===== config.mk =====
export PLATFORM = sky130hd
export DESIGN_NAME = serial_subtractor
export DESIGN_NICKNAME = d
export VERILOG_FILES = /design/src/rtl/serial_subtractor.sv
export SDC_FILE = /design/constraint.sdc
export NUM_CORES = 1
export LEC_CHECK = 0
export CAP_MARGIN = 0
export CORE_MARGIN = 2
export CORE_UTILIZATION = 46
export DETAILED_ROUTE_END_ITERATION = 10
export HOLD_SLACK_MARGIN = 0.1
export PLACE_DENSITY = 0.73
export SYNTH_ARGS = -nofsm -noshare
export SYNTH_HDL_FRONTEND = slang
export SYNTH_SLANG_ARGS = --single-unit
export TNS_END_PERCENT = 50

===== constraint.sdc =====
create_clock -name clk -period 1.68 [get_ports clk]
set_input_delay 0.252 -clock clk [delete_from_list [all_inputs] [get_ports clk]]
set_output_delay 0.252 -clock clk [all_outputs]
set_load 0.02 [all_outputs]

===== src/rtl/serial_subtractor.sv =====
// Multi-cycle unsigned subtractor: d = x - y - b_in, k bits per clock, LSB digit first,
// with a registered borrow between digits and a start/busy/done handshake.
module serial_subtractor #(
  parameter int n = 16,
  parameter int k = 4
) (
  input  logic         clk,
  input  logic         rst_n,
  input  logic         start,
  input  logic [n-1:0] x,
  input  logic [n-1:0] y,
  input  logic         b_in,
  output logic         busy,
  output logic         done,
  output logic [n-1:0] d,
  output logic         b_out
);

  localparam int DIGITS = n / k;
  localparam int CW = (DIGITS > 1) ? $clog2(DIGITS) : 1;
  localparam logic [CW-1:0] LAST_DIGIT = CW'(DIGITS - 1);

  generate
    if ((n % k) != 0) begin : g_bad_cfg
      $error("serial_subtractor: n must be a multiple of k");
    end
  endgenerate

  typedef enum logic [1:0] {
    IDLE = 2'd0,
    RUN  = 2'd1,
    FIN  = 2'd2
  } state_t;

  state_t        state_r;
  logic [CW-1:0] cnt_r;
  logic [n-1:0]  x_r;
  logic [n-1:0]  y_r;
  logic [n-1:0]  d_r;
  logic          bor_r;
  logic          busy_r;
  logic          done_r;
  logic          b_out_r;

  logic [k:0]    dig_s;
  logic [n-1:0]  dig_ext_s;
  logic [n-1:0]  d_next_s;

  // Operands shift right each RUN cycle, so the active digit is always the low k bits;
  // the result digit enters at the top of d and reaches its final place after n/k steps.
  assign dig_s     = {1'b0, x_r[k-1:0]} - {1'b0, y_r[k-1:0]} - {{k{1'b0}}, bor_r};
  assign dig_ext_s = n'(dig_s[k-1:0]);
  assign d_next_s  = (d_r >> k) | (dig_ext_s << (n - k));

  // Handshake FSM, digit counter and datapath registers.
  always_ff @(posedge clk or negedge rst_n) begin
    if (!rst_n) begin
      state_r <= IDLE;
      cnt_r   <= '0;
      x_r     <= '0;
      y_r     <= '0;
      d_r     <= '0;
      bor_r   <= 1'b0;
      busy_r  <= 1'b0;
      done_r  <= 1'b0;
      b_out_r <= 1'b0;
    end else begin
      case (state_r)
        IDLE, FIN: begin
          done_r <= 1'b0;
          if (start) begin
            x_r     <= x;
            y_r     <= y;
            bor_r   <= b_in;
            cnt_r   <= '0;
            busy_r  <= 1'b1;
            state_r <= RUN;
          end else begin
            busy_r  <= 1'b0;
            state_r <= IDLE;
          end
        end
        RUN: begin
          x_r   <= x_r >> k;
          y_r   <= y_r >> k;
          bor_r <= dig_s[k];
          d_r   <= d_next_s;
          cnt_r <= cnt_r + CW'(1);
          if (cnt_r == LAST_DIGIT) begin
            b_out_r <= dig_s[k];
            done_r  <= 1'b1;
            busy_r  <= 1'b0;
            state_r <= FIN;
          end else begin
            state_r <= RUN;
          end
        end
        default: begin
          busy_r  <= 1'b0;
          done_r  <= 1'b0;
          state_r <= IDLE;
        end
      endcase
    end
  end

  assign busy  = busy_r;
  assign done  = done_r;
  assign d     = d_r;
  assign b_out = b_out_r;

endmodule


==> out/qor.csv <==
metric;value;unit
status;complete, but fails checks;
violations;setup timing;
post_route_cells_drive_above_1_share;0.108;
clock_tree.root_cell;clkbuf_8;
setup_slack;-0.00515;ns
pwr-share-comb;0.557;
most-common-layout-cells;nand2_1, dfrtp_1, clkdlybuf4s50_1, nor2_1, a31oi_1;
placementRows;27;
floorplan_die_height;79.6;um
grt_pass1_vias;1907;
final-setup-viol-count;1;
reg2reg_setup_slack;-0.005;ns
routed_wirelength;4.99;mm
width_of_the_die;79.6;um
starting_density;0.478;
post-route-drc-count;0;
synth-adder-area-share;0.0485;
synth_top_family_by_area;simple AND/OR/NAND/NOR gates;
synth_compound_gate_area_share;0.118;
wl_cell;12.6;um
worst_setup_path_start_kind;register;
tritoncts_clock_tree;yes;
timing.critical_path.slowest_stage_cell;fa_2;
postSynth.topFlopCell;dfrtp_1;
fmaxAchievable;0.593;GHz
worstPathRequired;1.88;ns
routed-via-count;1988;
ys.warnings.count;0;
maxSlewViolCount;0;
postSynthNetCount;326;
worst_path_largest_cell_delay;0.59;ns
grt_pass1_wl;8.60;mm
ir_worst_vdd;0.000865;V
kind_of_cell_adding_the_most_delay_to_the_critical_path;adder cells;
cts_htree_levels;2;
post_synth_instance_area;0.00263;sq mm
clock_power_share;0.105;
cp_cell_sequence;inv_2, fa_2, inv_2, ha_2, o21ai_2, a211o_1, nand3_2;
numClockSinks;56;
timing_hold_violations_final;0;
io_count;55;
max_slew_margin;0.633;
antenna_found_initial;0;
grt_overflow;0;
groute.usage.overall;0.176;
path_class;reg2reg;
post-route-period-util;1.00;
fp.coreArea;0.00551;sq mm
worst_ep_arrival_time;1.88;ns
synth-simple-area-share;0.192;
timing.critical_path.fanout_max;2;
dp_hpwl;3.51;mm
power.density_cell_area;2120;mW/mm^2
worstSetupEndpointType;register;
maxCapViolations;0;
synth-async-reset-ratio;1.00;
internal_power;4.19;mW
synth_cell_type_count;29;
synth.ff_latch_count;56;
leading_cell_type_in_the_layout_fill_and_taps_excluded;nand2_1;
cts_buffer_depth;2;
final.min_clock_period;1.69;ns
grt_start_max_net_pins;41;
proportion_of_synthesized_area_in_mux_cells;0.00761;
cts-buffers-inserted;5;
seq_area_frac_synth;0.533;
synth_area_per_cell;9.36;sq um
dr.pass1.iters;4;
synth_enable_flop_cells;0;
synth_xor_xnor_area_share;0.00666;
timing_worst_slew_pin_value;0.549;ns
clock_latency;0.31;ns
antenna_cells_inserted;0;
timing.reg2reg.worst_path_depth;7;
synthToLayoutAreaGrowth;26.7;%
dr.first_iter.drc_count;142;
crit-reg2reg-launch;y_r[0];
fin_nets;369;
worstReg2RegEnd;d[15];
total_power;7.08;mW
dpl_worst_slack;-0.0748;ns
finalSetupTns;-0.00515;ns
worst_clock_skew;0.00911;ns
sw_frac_of_total;0.409;
worstPathBufferInverterCount;2;
min_path_type;in2async;
power_leakage;1.54;nW
syn-instance-count;281;
clkSlewWorstSetupHoldPaths;0.10;ns
gp_routability_congestion;0.811;
post_route_antenna_net_violation_count;0;
cts.repair_timing.setup_buffer_count;0;
path_common_cell;inv_2;
p_seq_frac;0.338;
grt_setup_unrepaired;true;
postLayoutCoreUtil;0.605;
p_switching;2.89;mW
portBuffers;54;
dieArea;0.00634;sq mm
post_drt_via_cell_ratio;5.01;
power groups by stage:
| stage | clock network (mW) | registers (mW) | logic, mW |
|---|---|---|---|
| after floorplan | 0 | 2.42 | 2.59 |
| after global placement | 0 | 2.39 | 3.41 |
| after detailed placement | 0 | 2.42 | 3.56 |
| after CTS | 0.770 | 2.39 | 3.69 |
| after global routing | 0.834 | 2.48 | 4.40 |
| final | 0.741 | 2.39 | 3.94 |
how the worst max path moves through the flow:
stage,startpoint,to,slack [ns],cells past startpoint
after floorplan,x_r[0],d[15],0.04,6
after global placement,x_r[0],bor_r,0.01,6
after detailed placement,x_r[0],d[15],-0.07,6
after CTS,x_r[0],d[15],0.008,6
after global routing,y_r[0],bor_r,-0.09,7
final,y_r[0],d[15],-0.005,7
area by class of cell:
type / instances / area, sq um
fillers: 495 / 2170
flip-flops and latches: 56 / 1400
multi-input cells: 185 / 1040
repair buffers: 65 / 671
clock buffers: 8 / 90.1
well taps: 72 / 90.1
inverters: 11 / 41.3
per-layer routing:
metal  share of wire  track usage  routed length, um  vias up
met5               0            0                  0        -
met3           0.054       0.0520                268        7
met4           0.012       0.0414                 62        0
met2            0.49        0.294               2420       59
li1                -            -                  -      995
met1            0.45        0.224               2230      927
Yosys cell counts (2+ instances only):
| cell type | n | area [sq um] |
|---|---|---|
| a31oi_1 | 24 | 150 |
| fa_1 | 2 | 40.0 |
| nor2b_1 | 3 | 18.8 |
| buf_6 | 3 | 33.8 |
| buf_2 | 7 | 35.0 |
| nand2_1 | 88 | 330 |
| nor2_1 | 27 | 101 |
| buf_4 | 18 | 135 |
| o21ai_0 | 4 | 20.0 |
| nand3_1 | 2 | 10.0 |
| nand2b_1 | 2 | 12.5 |
| o21ai_1 | 3 | 15.0 |
| dfrtp_1 | 56 | 1400 |
| ha_1 | 7 | 87.6 |
| mux2i_1 | 2 | 20.0 |
| a21oi_1 | 2 | 10.0 |
| inv_1 | 11 | 41.3 |
| a22o_1 | 9 | 78.8 |
state kept, by name, summed over array words and instances (netlist names):
register / count
state_r: 2
x_r: 16
y_r: 16
busy: 1
bor_r: 1
done: 1
cnt_r: 2
d: 16
b_out: 1
through the flow:
stage | instance area (sq um) | hold slack [ns] | std cells
floorplan | 2630 | -0.0436 | 281
global placement | 3180 | 0.200 | 388
detailed placement | 3180 | 0.198 | 388
CTS | 3290 | 0.398 | 397
global route | 3330 | 0.415 | 397
finish | 3330 | 0.385 | 397
kinds of logic (layout without fill, tap and decap cells):
logic type,after synthesis,in the layout
buffers and inverters,40,84
AO/OA/AOI/OAI,46,46
flip-flops,56,56
multiplexers,2,2
adder cells (fa/ha/maj),9,9
XOR/XNOR,2,2
AND/OR/NAND/NOR,126,126
what timing repair did:
action	in CTS	in global routing
hold buffers	1	0
resized for setup	5	12
hold endpoints to repair	16	0
endpoints found under the setup margin	3	4
pin swaps	1	6
worst reg2reg max path, stage by stage, from the launching register on:
cell and delay, ns:
dfrtp_1 0.37, inv_2 0.05, fa_2 0.59, inv_2 0.04, ha_2 0.16, o21ai_2 0.16
a211o_1 0.15, nand3_2 0.07
Power figures use the tool's default switching activity.
